--- src/rtl/decode_stage_hz_if.sv ---
// Decode-stage connection bundle: fetch handshake, write-back port, flush and
// the registered decode->execute bus. The stage itself uses the slave modport.
interface decode_stage_hz_if #(
  parameter int REG_BITS  = 5,
  parameter int REG_WIDTH = 32,
  parameter int PC_WIDTH  = 32,
  parameter int CTRL_SIZE = 21,
  parameter int CNT_WIDTH = 16
);
  localparam int BUS_W = 3*REG_BITS + CTRL_SIZE + 3*REG_WIDTH + PC_WIDTH;

  // Handshakes: a transfer happens on a posedge where valid && ready are both high.
  // A producer holds its payload stable while valid && !ready; ready never waits on
  // a later cycle's valid.
  logic                 in_valid;
  logic                 in_ready;
  logic [31:0]          in_instr;
  logic [PC_WIDTH-1:0]  in_pc;
  logic                 wb_en;
  logic [REG_BITS-1:0]  wb_reg;
  logic [REG_WIDTH-1:0] wb_data;
  logic                 flush;
  logic                 out_valid;
  logic                 out_ready;
  logic [BUS_W-1:0]     out_bus;
  logic [CNT_WIDTH-1:0] bubble_cnt;

  modport master (
    output in_valid, in_instr, in_pc, wb_en, wb_reg, wb_data, flush, out_ready,
    input  in_ready, out_valid, out_bus, bubble_cnt
  );

  modport slave (
    input  in_valid, in_instr, in_pc, wb_en, wb_reg, wb_data, flush, out_ready,
    output in_ready, out_valid, out_bus, bubble_cnt
  );
endinterface

--- src/rtl/decode_stage_hz.sv ---
// RV32 decode stage: register file, immediate/control decode, load-use bubble
// insertion and flush. Define WB_BYPASS_EN for same-cycle write-back write-through.
module decode_stage_hz #(
  parameter  int REG_WIDTH = 32,
  parameter  int REG_COUNT = 32,
  parameter  int CTRL_SIZE = 21,
  parameter  int LOAD_BIT  = 3,
  parameter  int PC_WIDTH  = 32,
  parameter  int CNT_WIDTH = 16,
  localparam int REG_BITS  = $clog2(REG_COUNT)
) (
  input  logic             clk,
  input  logic             rstn,
  decode_stage_hz_if.slave dec
);
  localparam int BUS_W    = 3*REG_BITS + CTRL_SIZE + 3*REG_WIDTH + PC_WIDTH;
  localparam int CTRL_LSB = 3*REG_WIDTH + PC_WIDTH;

  logic [REG_WIDTH-1:0] r_rf [REG_COUNT];
  logic                 r_out_valid;
  logic [BUS_W-1:0]     r_out_bus;
  logic [CNT_WIDTH-1:0] r_bubble_cnt;

  logic [REG_BITS-1:0]  w_rs1, w_rs2, w_rd, w_out_rd;
  logic [REG_WIDTH-1:0] w_rdata1, w_rdata2, w_imm;
  logic [31:0]          w_imm32;
  logic [CTRL_SIZE-1:0] w_ctrl;
  logic [6:0]           w_opcode;
  logic                 w_out_load, w_hazard, w_in_ready, w_accept;

  assign w_opcode = dec.in_instr[6:0];
  assign w_rs1    = REG_BITS'(dec.in_instr[19:15]);
  assign w_rs2    = REG_BITS'(dec.in_instr[24:20]);
  assign w_rd     = REG_BITS'(dec.in_instr[11:7]);

  always_comb begin
    w_rdata1 = (w_rs1 == '0) ? '0 : r_rf[w_rs1];
    w_rdata2 = (w_rs2 == '0) ? '0 : r_rf[w_rs2];
`ifdef WB_BYPASS_EN
    if (dec.wb_en && dec.wb_reg == w_rs1 && w_rs1 != '0) w_rdata1 = dec.wb_data;
    if (dec.wb_en && dec.wb_reg == w_rs2 && w_rs2 != '0) w_rdata2 = dec.wb_data;
`endif
  end

  // Immediate generation: built at 32 bits, then sign-extended to REG_WIDTH.
  always_comb begin
    w_imm32 = '0;
    case (w_opcode)
      7'b0000011, 7'b0010011, 7'b1100111, 7'b1110011:
        w_imm32 = {{20{dec.in_instr[31]}}, dec.in_instr[31:20]};
      7'b0100011:
        w_imm32 = {{20{dec.in_instr[31]}}, dec.in_instr[31:25], dec.in_instr[11:7]};
      7'b1100011:
        w_imm32 = {{19{dec.in_instr[31]}}, dec.in_instr[31], dec.in_instr[7],
                   dec.in_instr[30:25], dec.in_instr[11:8], 1'b0};
      7'b0110111, 7'b0010111:
        w_imm32 = {dec.in_instr[31:12], 12'b0};
      7'b1101111:
        w_imm32 = {{11{dec.in_instr[31]}}, dec.in_instr[31], dec.in_instr[19:12],
                   dec.in_instr[20], dec.in_instr[30:21], 1'b0};
      default: w_imm32 = '0;
    endcase
    w_imm = REG_WIDTH'($signed(w_imm32));
  end

  // Control word: 0 regwrite, 1 alusrc, 2 memwrite, LOAD_BIT memread, 4 branch,
  // 5 jump, 6 memtoreg, 9:7 funct3, 10 funct7[5], 17:11 opcode, 18 lui, 19 auipc, 20 illegal.
  always_comb begin
    w_ctrl        = '0;
    w_ctrl[9:7]   = dec.in_instr[14:12];
    w_ctrl[10]    = dec.in_instr[30];
    w_ctrl[17:11] = w_opcode;
    case (w_opcode)
      7'b0000011: begin w_ctrl[0] = 1'b1; w_ctrl[1] = 1'b1; w_ctrl[6] = 1'b1; end
      7'b0100011: begin w_ctrl[1] = 1'b1; w_ctrl[2] = 1'b1; end
      7'b0110011: w_ctrl[0] = 1'b1;
      7'b0010011: begin w_ctrl[0] = 1'b1; w_ctrl[1] = 1'b1; end
      7'b1100011: w_ctrl[4] = 1'b1;
      7'b1101111: begin w_ctrl[0] = 1'b1; w_ctrl[5] = 1'b1; end
      7'b1100111: begin w_ctrl[0] = 1'b1; w_ctrl[1] = 1'b1; w_ctrl[5] = 1'b1; end
      7'b0110111: begin w_ctrl[0] = 1'b1; w_ctrl[1] = 1'b1; w_ctrl[18] = 1'b1; end
      7'b0010111: begin w_ctrl[0] = 1'b1; w_ctrl[1] = 1'b1; w_ctrl[19] = 1'b1; end
      7'b1110011: ;
      default:    w_ctrl[20] = 1'b1;
    endcase
    w_ctrl[LOAD_BIT] = (w_opcode == 7'b0000011);
  end

  assign w_out_rd   = r_out_bus[BUS_W-1 -: REG_BITS];
  assign w_out_load = r_out_bus[CTRL_LSB + LOAD_BIT];

  // Both rs fields are compared regardless of format; spurious stalls are harmless.
  assign w_hazard   = dec.in_valid && r_out_valid && w_out_load && (w_out_rd != '0) &&
                      ((w_out_rd == w_rs1) || (w_out_rd == w_rs2));
  assign w_in_ready = !dec.flush && !w_hazard && (!r_out_valid || dec.out_ready);
  assign w_accept   = dec.in_valid && w_in_ready;

  always_ff @(posedge clk or negedge rstn) begin
    if (!rstn) begin
      for (int i = 0; i < REG_COUNT; i++) r_rf[i] <= '0;
    end else if (dec.wb_en && dec.wb_reg != '0) begin
      r_rf[dec.wb_reg] <= dec.wb_data;
    end
  end

  always_ff @(posedge clk or negedge rstn) begin
    if (!rstn) begin
      r_out_valid <= 1'b0;
      r_out_bus   <= '0;
    end else if (dec.flush) begin
      r_out_valid <= 1'b0;
    end else if (r_out_valid && !dec.out_ready) begin
      r_out_valid <= 1'b1;
    end else if (w_accept) begin
      r_out_valid <= 1'b1;
      r_out_bus   <= {w_rd, w_rs1, w_rs2, w_ctrl, w_rdata1, w_rdata2, w_imm, dec.in_pc};
    end else begin
      r_out_valid <= 1'b0;
    end
  end

  always_ff @(posedge clk or negedge rstn) begin
    if (!rstn) begin
      r_bubble_cnt <= '0;
    end else if (w_hazard && dec.out_ready && !dec.flush && r_bubble_cnt != '1) begin
      r_bubble_cnt <= r_bubble_cnt + 1'b1;
    end
  end

  assign dec.in_ready   = w_in_ready;
  assign dec.out_valid  = r_out_valid;
  assign dec.out_bus    = r_out_bus;
  assign dec.bubble_cnt = r_bubble_cnt;
endmodule
--- src/flat_wrapper.sv ---
// flat-port wrapper written by rule: the top's interface ports become plain ports
module decode_stage_hz_flat 
#(
  parameter  int REG_WIDTH = 32,
  parameter  int REG_COUNT = 32,
  parameter  int CTRL_SIZE = 21,
  parameter  int LOAD_BIT  = 3,
  parameter  int PC_WIDTH  = 32,
  parameter  int CNT_WIDTH = 16,
  localparam int REG_BITS  = $clog2(REG_COUNT)
)
  (clk, rstn, dec_in_valid, dec_in_instr, dec_in_pc, dec_wb_en, dec_wb_reg, dec_wb_data, dec_flush, dec_out_ready, dec_in_ready, dec_out_valid, dec_out_bus, dec_bubble_cnt);
  decode_stage_hz_if #(.REG_WIDTH(REG_WIDTH), .PC_WIDTH(PC_WIDTH), .CTRL_SIZE(CTRL_SIZE), .CNT_WIDTH(CNT_WIDTH)) dec_i ();
  input  logic clk;
  input  logic rstn;
  input wire logic [$bits(dec_i.in_valid)-1:0] dec_in_valid;
  input wire logic [$bits(dec_i.in_instr)-1:0] dec_in_instr;
  input wire logic [$bits(dec_i.in_pc)-1:0] dec_in_pc;
  input wire logic [$bits(dec_i.wb_en)-1:0] dec_wb_en;
  input wire logic [$bits(dec_i.wb_reg)-1:0] dec_wb_reg;
  input wire logic [$bits(dec_i.wb_data)-1:0] dec_wb_data;
  input wire logic [$bits(dec_i.flush)-1:0] dec_flush;
  input wire logic [$bits(dec_i.out_ready)-1:0] dec_out_ready;
  output wire logic [$bits(dec_i.in_ready)-1:0] dec_in_ready;
  output wire logic [$bits(dec_i.out_valid)-1:0] dec_out_valid;
  output wire logic [$bits(dec_i.out_bus)-1:0] dec_out_bus;
  output wire logic [$bits(dec_i.bubble_cnt)-1:0] dec_bubble_cnt;
  assign dec_i.in_valid = dec_in_valid;
  assign dec_i.in_instr = dec_in_instr;
  assign dec_i.in_pc = dec_in_pc;
  assign dec_i.wb_en = dec_wb_en;
  assign dec_i.wb_reg = dec_wb_reg;
  assign dec_i.wb_data = dec_wb_data;
  assign dec_i.flush = dec_flush;
  assign dec_i.out_ready = dec_out_ready;
  assign dec_in_ready = dec_i.in_ready;
  assign dec_out_valid = dec_i.out_valid;
  assign dec_out_bus = dec_i.out_bus;
  assign dec_bubble_cnt = dec_i.bubble_cnt;
  decode_stage_hz #(.REG_WIDTH(REG_WIDTH), .REG_COUNT(REG_COUNT), .CTRL_SIZE(CTRL_SIZE), .LOAD_BIT(LOAD_BIT), .PC_WIDTH(PC_WIDTH), .CNT_WIDTH(CNT_WIDTH)) u_core (.clk(clk), .rstn(rstn), .dec(dec_i));
endmodule
--- config.mk ---
export PLATFORM = sky130hd
export DESIGN_NAME = decode_stage_hz_flat
export DESIGN_NICKNAME = d
export VERILOG_FILES = /design/src/rtl/decode_stage_hz_if.sv /design/src/rtl/decode_stage_hz.sv /design/src/flat_wrapper.sv
export SDC_FILE = /design/constraint.sdc
export NUM_CORES = 2
export LEC_CHECK = 0
export CAP_MARGIN = 5
export CORE_ASPECT_RATIO = 0.6
export CORE_MARGIN = 5
export CORE_UTILIZATION = 62
export CTS_CLUSTER_DIAMETER = 50
export DETAILED_ROUTE_END_ITERATION = 7
export PLACE_DENSITY_LB_ADDON = 0.12
export SLEW_MARGIN = 40
export SYNTH_ARGS = -nofsm -noshare
export SYNTH_HDL_FRONTEND = slang
export SYNTH_SLANG_ARGS = --single-unit
--- constraint.sdc ---
create_clock -name clk -period 5.95 [get_ports clk]
set_clock_uncertainty 0.05 [all_clocks]
set_input_delay 1.785 -clock clk [delete_from_list [all_inputs] [get_ports clk]]
set_output_delay 1.785 -clock clk [all_outputs]
set_load 0.01 [all_outputs]
## Word-level counts from Yosys, hierarchy flattened

Cells that the tools add are included.

| word-level totals | value |
|---|---|
| flip-flop bits (word level) | 1205 |
| bits of input ports | 107 |
| output and inout bits | 182 |
| word-level logic and storage cells | 112 |

| operators by class | value |
|---|---|
| add/subtract/negate cells | 1 |
| magnitude comparators | 4 |
| equal/unequal tests | 13 |
| muxes and demuxes | 24 |
| bitwise operators | 5 |
| reductions and logical operators | 30 |

Operators by type and width:

| kind | count |
|---|---|
| $bwmux W1024 | 1 |
| $bmux W32 S5 | 2 |
| $mux W32 | 7 |
| $demux W32 S5 | 1 |
| $pmux W32 S5 | 1 |
| $eq A7 B7 Y1 const B | 4 |
| $eq A7 B6 Y1 const B | 3 |
| $ge A6 B6 Y1 const B | 3 |
| $not A5 Y6 | 3 |
| $add A16 B1 Y16 const B | 1 |
| $ne A16 B16 Y1 const B | 1 |
| $eq A7 B5 Y1 const B | 2 |
| $logic_and A1 B1 Y1 | 13 |
| $mux W1 | 12 |
| $eq A5 B5 Y1 | 2 |
| $logic_not A5 Y1 | 2 |
| $reduce_bool A5 Y1 | 2 |
| $reduce_or A10 Y1 | 1 |
| $eq A7 B2 Y1 const B | 1 |
| $reduce_or A7 Y1 | 1 |
| $lt A6 B1 Y1 const B | 1 |
| $reduce_or A6 Y1 | 1 |
| $logic_not A1 Y1 | 4 |
| $reduce_or A2 Y1 | 2 |
| 4 further kinds | 6 |

## Longest topological paths before layout

| depth | value |
|---|---|
| word-level depth | 11 |
| gate-level depth with buffers | 9 |
| mapped depth without buffers | 6 |

## Worst setup path after synthesis

OpenSTA, ideal clock, no wires.

| timing | value |
|---|---|
| path kind | input -> output |
| from | input port dec_in_instr[20] |
| to | output port dec_in_ready |
| arrival time | 3.047 ns |
| data required time | 4.115 ns |
| setup slack | 1.068 ns |
| cell stages on the path | 7 |
| buffers on the path | 2 |
| path through | buf_6 -> xnor2_1 -> nand3_1 -> o22a_1 -> nor2_1 -> buf_1 -> nor3_1 |

| on the way | value |
|---|---|
| longest elaborated chain between the ends | 6 |

RTL lines:

| item | RTL line | source |
|---|---|---|
| start, declared | flat_wrapper.sv:17 | `input wire logic [$bits(dec_i.in_instr)-1:0] dec_in_instr;` |
| $eq A5 B5 Y1 | decode_stage_hz.sv:94 | `((w_out_rd == w_rs1) \|\| (w_out_rd == w_rs2));` |
| $logic_or A1 B1 Y1 | decode_stage_hz.sv:94 |  |
| $logic_and A1 B1 Y1 | decode_stage_hz.sv:93 | `assign w_hazard = dec.in_valid && r_out_valid && w_out_load && (w_out_rd != '0) &&` |
| $logic_not A1 Y1 | decode_stage_hz.sv:95 | `assign w_in_ready = !dec.flush && !w_hazard && (!r_out_valid \|\| dec.out_ready);` |
| $logic_and A1 B1 Y1 (2 in series) | decode_stage_hz.sv:95 |  |
| end, declared | flat_wrapper.sv:24 | `output wire logic [$bits(dec_i.in_ready)-1:0] dec_in_ready;` |

No other way between the ends.

## Worst setup path in the final report

| timing | value |
|---|---|
| from | input port dec_in_instr[19] |
| to | output port dec_in_ready |

The elaborated chain is that of the path after synthesis.

==> impl_metrics.env <==
export IMPL_post_cts_repair_setup_buffers=0
export IMPL_track_usage_pct=36.28
export IMPL_clock_fmax_ghz=0.1794
export IMPL_rrSetupSlack_ps=2800
export IMPL_ys_top_cells_by_area="dfrtp_1 (49%), mux2_2 (20%), mux4_2 (17%)"
export IMPL_ys_top_cells_by_count="dfrtp_1 (1204), mux2_2 (1112), mux4_2 (473)"
export IMPL_gp_congestion=0.8756
export IMPL_cp_max_fo=2
export IMPL_grt_first_pass_wirelength_um=281900
export IMPL_routed_wl_um=190700
export IMPL_grt_ovfl_total=0
export IMPL_cts_tree="yes"
export IMPL_yosysWarnings=0
export IMPL_area_growth_pct=12.71
export IMPL_fin_crit_sh_pct=93.70
export IMPL_worstMarginPinSlew_ps=945.8
export IMPL_avgSynthCellArea_um2=14.96
export IMPL_vias=40630
export IMPL_drc=0
export IMPL_critPathRequiredTime_ps=4120
export IMPL_setup_viol=0
export IMPL_finalCriticalPeriod_ps=5575
export IMPL_hold_buffers=0
export IMPL_fin_ws_ps=374.8
export IMPL_finalSetupTns_ps=0
export IMPL_drv_slew=0
export IMPL_synth_distinct_cells=64
export IMPL_drtIter0Drc=5327
export IMPL_ir_worst_vdd_mv=0.3372
export IMPL_grt_pass1_vias=40500
export IMPL_end_kind="output port"
export IMPL_drive_above_1_share_pct=47.56
export IMPL_fillCellCount=6638
export IMPL_synth_edf_count=0
export IMPL_fin_area_um2=69180
export IMPL_placed_area_um2=65370
export IMPL_cts_repair_resized=0
export IMPL_clk_latency_ps=730
export IMPL_synth_nets=4210
export IMPL_rsz0062_at_grt="false"
export IMPL_viasPerCell=7.248
export IMPL_cts_max_path_buffers=3
export IMPL_p_leak_nw=29.76
export IMPL_ys_seq_elements=1204
export IMPL_cts_num_sinks=1204
export IMPL_min_path_type="flip-flop to flip-flop"
export IMPL_yosys_area_top_type="dfrtp_1"
export IMPL_start_kind="primary input"
export IMPL_io_pins=289
export IMPL_power_total_w=0.02291
export IMPL_htreeDepth=3
export IMPL_worstPathArrival_ps=3740
export IMPL_grt_start_max_net_pins=123
export IMPL_start_util_pct=62.50
export IMPL_pre_cts_ws_ps=383.7
export IMPL_port_buffers=288
export IMPL_die_y_um=253.7
export IMPL_maxCapViolCount=0
export IMPL_row_count=89
export IMPL_fin_cells=5605
export IMPL_cts_root_buffer="clkbuf_16"
export IMPL_outcome="finished, final reports clean"
export IMPL_synth_top_cell_area_share_pct=49.08
export IMPL_maxSlewHeadroom_pct=36.95
export IMPL_die_x_um=416.2
export IMPL_synth_most_common_cell="dfrtp_1"
export IMPL_synthArstFlopShare_pct=100.0
export IMPL_critPathKind="primary input to output port"
export IMPL_antenna_found_initial=7
export IMPL_core_area_um2=98220
export IMPL_first_pass_iters=5
export IMPL_dieArea_um2=105600
export IMPL_ant_nets=0
export IMPL_synth_ff_type="dfrtp_1"
export IMPL_place_inst=5399
export IMPL_syn_inst=4102
export IMPL_wl_per_cell_um=34.03
export IMPL_nets=4302
export IMPL_hold_violations=0
export IMPL_clk_pin_slew_worst_paths_ps=60
export IMPL_power_density_nw_per_um2=331.1
export IMPL_cts_made_buffers=111
export IMPL_seq_area_frac_synth_pct=49.08
export IMPL_dpl_hpwl_um=114900
export IMPL_syn_area_um2=61380
-- critical path, cell delays in order --
cell and delay (ps):
clkdlybuf4s50_1 490, xnor2_1 170, nand3_1 200, o22a_1 260
nor2_4 60, nor3_1 210, clkdlybuf4s50_1 580
-- stage by stage --
stage	hold slack (ps)	util, %
5_1_grt	354.7	70.43
2_1_floorplan	391.3	-
3_3_place_gp	327.8	66.63
6_report	346.0	70.44
3_5_place_dp	333.1	66.56
4_1_cts	348.4	70.37
-- registers in the layout, summed over array words and instances (netlist names) --
name                   count
u_core.dec.out_valid       1
u_core.dec.out_bus       163
u_core.dec.bubble_cnt     16
u_core.r_rf             1024
-- cells by family (layout without fill, tap and decap cells) --
| family | after synthesis | count (layout) | share of synthesized area, % |
|---|---|---|---|
| adders and majority gates | 1 | 1 | 0.02038 |
| muxes | 1650 | 1650 | 38.83 |
| xor gates and xnor gates | 25 | 25 | 0.3567 |
| other | 0 | 5 | 0 |
| DFF | 1204 | 1204 | 49.08 |
| buffers and inverters | 537 | 716 | 3.991 |
| AOI/OAI and AO/OA | 391 | 391 | 5.114 |
| and+or+nand+nor | 294 | 294 | 2.605 |
-- layout make-up --
type	instances	area, um^2	area share (%)
inverter	81	304.0	0.4395
antenna	5	12.51	0.01809
multi-input combinational	2361	29080	42.04
clock inverter	45	551.8	0.7976
timing repair buffer	435	4257	6.153
sequential	1204	30130	43.55
clock buffer	155	3194	4.617
tap	1319	1650	2.386
-- cells in the final DEF, fill, tap and decap left out, drive strengths merged, types with 8 or more instances in the layout --
cell	n
a211oi	11
a22o	44
a22oi	64
a32o	11
and3	14
buf	185
bufinv	11
clkbuf	155
clkdlybuf4s50	250
clkinv	26
dfrtp	1204
inv	85
mux2	1118
mux2i	59
mux4	473
nand2	69
nand2b	10
nand3	19
nor2	38
nor2b	13
nor3	48
nor3b	8
nor4	9
o22ai	159
o32ai	73
or4	33
xnor2	23
-- final timing paths --
| check | start | end | depth (start not counted) |
|---|---|---|---|
| max | dec_in_instr[19] | dec_in_ready | 7 |
| min | u_core.r_rf[1015]$_DFFE_PN0P_ | u_core.r_rf[1015]$_DFFE_PN0P_ | 0 |
| max reg2reg | u_core.dec.out_bus[160]$_DFFE_PN0P_ | u_core.dec.out_bus[114]$_DFFE_PN0P_ | 7 |
| min reg2reg | u_core.r_rf[1015]$_DFFE_PN0P_ | u_core.r_rf[1015]$_DFFE_PN0P_ | 0 |
| max in group asynchronous | rstn | u_core.r_rf[448]$_DFFE_PN0P_ | 3 |
| min in group asynchronous | rstn | u_core.r_rf[172]$_DFFE_PN0P_ | 1 |
-- power by group --
part,leakage [nW],total [W],internal [W],switching (W)
Combinational,12.5,0.00463,0.00280,0.00183
Clock,1.85,0.00746,0.00422,0.00324
Sequential,15.4,0.0108,0.00967,0.00115
-- layer usage --
| metal | global-route usage, % | part of all wire (%) | routed length (um) |
|---|---|---|---|
| met5 | 0 | 0 | 0 |
| met4 | 11.20 | 3.4 | 6501 |
| met3 | 11.82 | 12 | 23360 |
| met2 | 51.61 | 43 | 82880 |
| met1 | 53.90 | 41 | 78000 |
No activity file was read; power rests on OpenSTA's default activity.
